File: src/rtl/lap_sampler.sv
// Stopwatch lap sampler: elapsed-time counter plus debounced lap button that
// emits a one-cycle time snapshot. Define LAP_AUTOREPEAT_EN for held-button auto-repeat.
module lap_sampler #(
    parameter int WIDTH           = 8,
    parameter int TICK_CYCLES     = 10,
    parameter int DEBOUNCE_CYCLES = 4,
    parameter int REPEAT_CYCLES   = 20
) (
    input  logic             clk,
    input  logic             reset,
    input  logic             run,
    input  logic             clear,
    input  logic             lap_btn,
    output logic [WIDTH-1:0] time_now,
    output logic [WIDTH-1:0] sample_out,
    output logic             sample_out_valid
);

    localparam int PW = $clog2(TICK_CYCLES);
    localparam int DW = $clog2(DEBOUNCE_CYCLES + 1);

    typedef enum logic [1:0] {
        S_IDLE,
        S_PRESS_WAIT,
        S_HELD,
        S_RELEASE_WAIT
    } state_t;

    logic [PW-1:0]    r_presc;
    logic [WIDTH-1:0] r_time;
    logic             r_sync1, r_sync2;
    state_t           r_state, w_state_nxt;
    logic [DW-1:0]    r_cnt, w_cnt_nxt, w_cnt_inc;
    logic             w_cnt_done, w_btn_s, w_capture, w_repeat;
    logic [WIDTH-1:0] r_sample;
    logic             r_valid;

    always_ff @(posedge clk or negedge reset) begin
        if (!reset) begin
            r_presc <= '0;
            r_time  <= '0;
        end else if (clear) begin
            r_presc <= '0;
            r_time  <= '0;
        end else if (run) begin
            if (r_presc == PW'(TICK_CYCLES - 1)) begin
                r_presc <= '0;
                r_time  <= r_time + 1'b1;
            end else begin
                r_presc <= r_presc + 1'b1;
            end
        end
    end

    always_ff @(posedge clk or negedge reset) begin
        if (!reset) begin
            r_sync1 <= 1'b0;
            r_sync2 <= 1'b0;
        end else begin
            r_sync1 <= lap_btn;
            r_sync2 <= r_sync1;
        end
    end

    assign w_btn_s    = r_sync2;
    // The current cycle's sample counts toward the total, so qualification
    // lands on the DEBOUNCE_CYCLES-th consecutive sample rather than one later.
    assign w_cnt_inc  = r_cnt + 1'b1;
    assign w_cnt_done = (w_cnt_inc >= DW'(DEBOUNCE_CYCLES));

    always_ff @(posedge clk or negedge reset) begin
        if (!reset) begin
            r_state <= S_IDLE;
            r_cnt   <= '0;
        end else begin
            r_state <= w_state_nxt;
            r_cnt   <= w_cnt_nxt;
        end
    end

    always_comb begin
        w_state_nxt = r_state;
        w_cnt_nxt   = r_cnt;
        w_capture   = 1'b0;
        case (r_state)
            S_IDLE, S_PRESS_WAIT: begin
                if (w_btn_s) begin
                    if (w_cnt_done) begin
                        w_state_nxt = S_HELD;
                        w_cnt_nxt   = '0;
                        w_capture   = 1'b1;
                    end else begin
                        w_state_nxt = S_PRESS_WAIT;
                        w_cnt_nxt   = w_cnt_inc;
                    end
                end else begin
                    w_state_nxt = S_IDLE;
                    w_cnt_nxt   = '0;
                end
            end
            S_HELD: begin
                w_cnt_nxt = '0;
                if (!w_btn_s) begin
                    w_state_nxt = w_cnt_done ? S_IDLE : S_RELEASE_WAIT;
                    w_cnt_nxt   = w_cnt_done ? '0 : w_cnt_inc;
                end
            end
            S_RELEASE_WAIT: begin
                if (w_btn_s) begin
                    w_state_nxt = S_HELD;
                    w_cnt_nxt   = '0;
                end else if (w_cnt_done) begin
                    w_state_nxt = S_IDLE;
                    w_cnt_nxt   = '0;
                end else begin
                    w_cnt_nxt   = w_cnt_inc;
                end
            end
            default: begin
                w_state_nxt = S_IDLE;
                w_cnt_nxt   = '0;
            end
        endcase
    end

`ifdef LAP_AUTOREPEAT_EN
    localparam int RW = $clog2(REPEAT_CYCLES + 1);
    logic [RW-1:0] r_rep;
    logic          w_rep_run;

    // Counter only advances while staying in HELD; any entry or exit zeroes it.
    assign w_rep_run = (r_state == S_HELD) && (w_state_nxt == S_HELD);
    assign w_repeat  = w_rep_run && (r_rep == RW'(REPEAT_CYCLES - 1));

    always_ff @(posedge clk or negedge reset) begin
        if (!reset)
            r_rep <= '0;
        else if (w_rep_run)
            r_rep <= w_repeat ? '0 : r_rep + 1'b1;
        else
            r_rep <= '0;
    end
`else
    // Constant-false; REPEAT_CYCLES is referenced so both builds share one interface.
    assign w_repeat = (REPEAT_CYCLES < 0);
`endif

    always_ff @(posedge clk or negedge reset) begin
        if (!reset) begin
            r_sample <= '0;
            r_valid  <= 1'b0;
        end else begin
            r_valid <= w_capture | w_repeat;
            if (w_capture | w_repeat)
                r_sample <= r_time;
        end
    end

    assign time_now         = r_time;
    assign sample_out       = r_sample;
    assign sample_out_valid = r_valid;

endmodule

File: config.mk
export PLATFORM = sky130hd
export DESIGN_NAME = lap_sampler
export DESIGN_NICKNAME = d
export VERILOG_FILES = /design/src/rtl/lap_sampler.sv
export SDC_FILE = /design/constraint.sdc
export NUM_CORES = 1
export LEC_CHECK = 0
export ABC_AREA = 1
export CORE_MARGIN = 4
export CORE_UTILIZATION = 54
export CTS_CLUSTER_DIAMETER = 150
export DETAILED_ROUTE_END_ITERATION = 7
export PLACE_DENSITY_LB_ADDON = 0.15
export RECOVER_POWER = 100
export SKIP_CTS_REPAIR_TIMING = 1
export SYNTH_ARGS = -nofsm -noshare
export SYNTH_HDL_FRONTEND = slang
export SYNTH_SLANG_ARGS = --single-unit
File: constraint.sdc
create_clock -name clk -period 4 [get_ports clk]
set_input_delay 0.6 -clock clk [delete_from_list [all_inputs] [get_ports clk]]
set_output_delay 0.6 -clock clk [all_outputs]
set_load 0.02 [all_outputs]
Word-level counts from Yosys, hierarchy flattened
Index checks and enable logic that the tools add are counted.
{"block": "word_totals", "ff_bits": 28, "input_bits": 5, "out_inout_bits": 17, "elab_cells": 45}
{"block": "op_classes", "add_sub_neg": 3, "order_cmp": 1, "n_eq_ne": 6, "n_mux": 20, "reduce_logical": 7}
{"operator": "two-way mux 8 bit", "n": 3}
{"operator": "two-way mux 2 bit", "n": 6}
{"operator": "two-way mux 4 bit", "n": 3}
{"operator": "two-way mux 3 bit", "n": 3}
{"operator": "adder 8 x 1 -> 8 bit (second input constant)", "n": 1}
{"operator": "case mux 2 bit (3 select lines)", "n": 1}
{"operator": "case mux 3 bit (2 select lines)", "n": 1}
{"operator": "adder 4 x 1 -> 4 bit (second input constant)", "n": 1}
{"operator": "equality test 2 bit (second input constant)", "n": 2}
{"operator": "equality test 4 bit (second input constant)", "n": 1}
{"operator": "AND reduction 2 bit", "n": 2}
{"operator": "nonzero test 2 bit", "n": 2}
{"operator": "OR reduction 2 bit", "n": 2}
{"operator": "adder 3 x 1 -> 3 bit (second input constant)", "n": 1}
{"operator": ">= comparator 3 bit (second input constant)", "n": 1}
{"operator": "two-way mux 1 bit", "n": 3}
{"operator": "inequality test 3 bit (second input constant)", "n": 1}
{"operator": "equality test 2 x 1 -> 1 bit (second input constant)", "n": 1}
{"operator": "zero test 2 bit", "n": 1}
{"operator": "inequality test 2 bit (second input constant)", "n": 1}

Logic depth before layout (Yosys ltp)
{"block": "logic_depth", "ltp_word": 5, "mapped_depth": 8, "depth_no_buf": 8}

Worst setup path after synthesis
OpenSTA, ideal clock, no wires.
{"block": "synth_path", "kind": "register -> register", "from": "register r_cnt[0]", "to": "register r_sample[1], in the netlist sample_out[1]", "setup_time_ns": 0.118, "arrival_ns": 1.183, "required_ns": 3.882, "slack_ns": 2.699, "stages_incl_launch_ff": 7, "path_buffers": 1, "period_less_slack_ns": 1.301, "cell_sequence": "dfrtp_1 -> ha_1 -> xor2_2 -> nand2_4 -> buf_6 -> nand2_2 -> o21ai_2"}
{"block": "synth_via", "elab_chain_len": 5}
{"element": "from (decl)", "line": "33", "source": "logic [DW-1:0] r_cnt, w_cnt_nxt, w_cnt_inc;"}
{"element": "from (signal assigned)", "line": "77", "source": "r_cnt <= w_cnt_nxt;"}
{"element": "adder 3 x 1 -> 3 bit", "line": "68", "source": "assign w_cnt_inc = r_cnt + 1'b1;"}
{"element": ">= comparator 3 bit", "line": "69", "source": "assign w_cnt_done = (w_cnt_inc >= DW'(DEBOUNCE_CYCLES));"}
{"element": "two-way mux 1 bit", "line": "88", "source": "if (w_cnt_done) begin"}
{"element": "two-way mux 1 bit", "line": "87", "source": "if (w_btn_s) begin"}
{"element": "two-way mux 1 bit", "line": "85", "source": "case (r_state)"}
{"element": "to (signal assigned)", "line": "155", "source": "r_sample <= r_time;"}
{"element": "to (decl)", "line": "35", "source": "logic [WIDTH-1:0] r_sample;"}
No other way between the ends.
A chain may end at the register's enable or synchronous reset.

Worst setup path after layout
{"block": "layout_path", "from": "register r_time[2], in the netlist time_now[2]", "to": "output time_now[2]"}
{"element": "from (decl)", "line": "30", "source": "logic [WIDTH-1:0] r_time;"}
{"element": "from (signal assigned)", "line": "48", "source": "r_time <= r_time + 1'b1;"}
{"element": "to (decl)", "line": "14", "source": "output logic [WIDTH-1:0] time_now,"}
No word-level cell between the ends.

==> insert_results.sql <==
INSERT INTO impl_metrics (metric_group, metric, value, unit) VALUES
('critical_path', 'worstPathBufferInverterCount', '1', ''),
('synth', 'synth-warning-count', '0', ''),
('outcome', 'status', 'complete, no violations', ''),
('timing', 'timing.final.ws_setup', '1.93', 'ns'),
('critical_path', 'worst_ep_required_time', '3.40', 'ns'),
('floorplanning', 'dieArea', '3130', 'um2'),
('floorplanning', 'design.portCount', '22', ''),
('drt', 'route.antenna.remaining_nets', '0', ''),
('clock_tree', 'clkSlewWorstSetupHoldPaths', '0.15', 'ns'),
('timing', 'finalCritPeriodShare', '51.9', '%'),
('final_layout', 'design.final.nets', '168', ''),
('critical_path', 'critPathKind', 'flip-flop to primary output', ''),
('timing', 'period_minus_slack', '2.07', 'ns'),
('floorplanning', 'fp.coreArea', '2190', 'um2'),
('placement', 'worst_case_setup_slack_after_placement', '1.91', 'ns'),
('synth', 'synth_edf_count', '0', ''),
('pwr', 'internal_power', '0.000360', 'W'),
('synth', 'netlist.top_cell.by_area', 'sky130_fd_sc_hd__dfrtp_1', ''),
('clock_tree', 'number_of_clock_sinks_seen_by_cts', '27', ''),
('timing', 'timing.max_slew.rel_slack', '7.51', '%'),
('clock_tree', 'numCtsBuffers', '3', ''),
('timing', 'slew_viol_final', '0', ''),
('drt', 'route.detailed.wl_per_inst', '12.0', 'um'),
('synth', 'syn_area', '1240', 'um2'),
('timing', 'timing.clock.skew', '0.0109', 'ns'),
('grt', 'via_count_of_the_first_global_routing_pass', '949', ''),
('floorplanning', 'placement_rows', '17', ''),
('placement', 'numPortBuffers', '21', ''),
('floorplanning', 'die_width', '55.9', 'um'),
('pwr', 'worst_ir_drop_vdd', '0.000287', 'V'),
('grt', 'grt_max_degree', '28', ''),
('critical_path', 'end_kind', 'primary output', ''),
('min_path', 'hold_path_class', 'flip-flop to flip-flop', ''),
('timing', 'timing.final.hold_violations', '0', ''),
('placement', 'detailed_place_hpwl', '1.72', 'mm'),
('timing', 'unrepaired_setup_endpoints_after_global_routing', 'false', ''),
('pwr', 'comb_power_share', '15.8', '%'),
('grt', 'grt_pass1_wl', '4.06', 'mm'),
('synth', 'post-synth-top-area-fraction', '54.5', '%'),
('final_layout', 'multi_input_area', '437', 'um2'),
('synth', 'postSynth.asyncResetShare', '100', '%'),
('placement', 'gp_congestion', '0.861', ''),
('synth', 'netlist_instances', '134', ''),
('pwr', 'clock_power_share', '23.7', '%'),
('pwr', 'reported_leakage_power', '0.730', 'nW'),
('pwr', 'sw_frac_of_total', '28.5', '%'),
('final_layout', 'layoutNonFillerInstCount', '186', ''),
('final_layout', 'drive_gt1_share', '3.16', '%'),
('pwr', 'power_switching', '0.000143', 'W'),
('clock_tree', 'cts_tree', 'yes', ''),
('critical_path', 'ff2ff_setup_slack', '2.36', 'ns'),
('timing', 'timing.fmax', '482', 'MHz'),
('clock_tree', 'clock_tree.htree_level_count', '1', ''),
('synth', 'synth.distinct_cells', '20', ''),
('drt', 'vias', '942', ''),
('synth', 'synth_nets', '143', ''),
('critical_path', 'critPathMaxStageDelay', '0.70', 'ns'),
('final_layout', 'num_antenna_cells', '0', ''),
('critical_path', 'critical_path.max_fanout', '6', ''),
('synth', 'synthTopCellsByCount', 'sky130_fd_sc_hd__nand2_1 (29), sky130_fd_sc_hd__dfrtp_1 (27), sky130_fd_sc_hd__inv_1 (17)', ''),
('drt', 'drc', '0', ''),
('clock_tree', 'clk_root_buffer_cell', 'sky130_fd_sc_hd__clkbuf_4', ''),
('critical_path', 'timing.critical_path.slowest_stage_cell', 'sky130_fd_sc_hd__dlygate4sd3_1', ''),
('pwr', 'power.sequential.fraction', '60.4', '%'),
('grt', 'gr-total-overflow', '0', ''),
('floorplanning', 'chipHeight', '55.9', 'um'),
('final_layout', 'syn_to_final_growth', '17.4', '%'),
('critical_path', 'critPathLaunchType', 'flip-flop', ''),
('grt', 'antenna_found_initial', '0', ''),
('critical_path', 'cp_top_family', 'buffers and inverters', ''),
('job', 'max_cap_violations', '0', '');
[power groups by stage]
| stage | combinational, W | clock, W | sequential, W |
|---|---|---|---|
| global route | 0.0000897 | 0.000136 | 0.000308 |
| finish | 0.0000797 | 0.000119 | 0.000304 |
| global placement | 0.0000906 | 0 | 0.000310 |
| CTS | 0.0000939 | 0.000125 | 0.000305 |
| detailed placement | 0.0000937 | 0 | 0.000310 |
| floorplan | 0.0000379 | 0 | 0.000323 |
[sequential cells by signal, summed over array words and instances, names as in the netlist]
signal,count
sample_out_valid,1
sample_out,8
r_cnt,3
r_sync2,1
time_now,8
r_presc,4
r_state,1
r_sync1,1
[stage by stage]
step / total power, W / area, um2
3_3_place_gp: 0.000400 / 1480
4_1_cts: 0.000524 / 1510
5_1_grt: 0.000534 / 1460
3_5_place_dp: 0.000404 / 1480
2_1_floorplan: 0.000361 / 1240
6_report: 0.000503 / 1460
[layer usage]
layer | wire (um) | global-route usage, % | vias up
met2 | 1050 | 27.5 | 23
met3 | 134 | 2.78 | 2
met5 | 0 | 0 | -
li1 | - | - | 477
met4 | 14 | 7.12 | 0
met1 | 1040 | 20.3 | 440
[final timing paths]
check                                end  depth (start not counted)         from
max                          time_now[2]                          1  time_now[2]
min                              r_sync2                          0      r_sync1
max reg2reg                sample_out[3]                          4     r_cnt[0]
min reg2reg                      r_sync2                          0      r_sync1
max in group asynchronous    time_now[5]                          2        reset
min in group asynchronous     r_state[1]                          2        reset
[cell families after synthesis]
| group | Yosys count | share of synthesized area [%] |
|---|---|---|
| AND/OR/NAND/NOR | 60 | 21.2 |
| flip-flops | 27 | 54.5 |
| AO/OA/AOI/OAI | 20 | 10.8 |
| buffers and inverters | 19 | 6.46 |
| adder cells (fa/ha/maj) | 4 | 4.04 |
| XOR/XNOR | 3 | 2.73 |
| other | 1 | 0.302 |
[cells in the final DEF, fill, tap and decap left out, types with 2 or more instances in the layout]
master,instances
sky130_fd_sc_hd__dfrtp_1,27
sky130_fd_sc_hd__clkbuf_4,3
sky130_fd_sc_hd__inv_1,17
sky130_fd_sc_hd__ha_1,4
sky130_fd_sc_hd__nand3_1,13
sky130_fd_sc_hd__o21ai_0,18
sky130_fd_sc_hd__nand2_1,31
sky130_fd_sc_hd__dlygate4sd3_1,20
sky130_fd_sc_hd__nor3_1,2
sky130_fd_sc_hd__xor2_1,3
sky130_fd_sc_hd__nor2_1,11
[final cells by class]
type / count / share of cell area [%]
clock buffers: 3 / 1.55
multi-input cells: 88 / 30.0
flip-flops and latches: 27 / 46.4
inverters: 17 / 4.39
repair buffers: 22 / 14.7
well taps: 28 / 2.41
clock inverters: 1 / 0.516
Note: power is estimated with default switching activity, not from simulation.
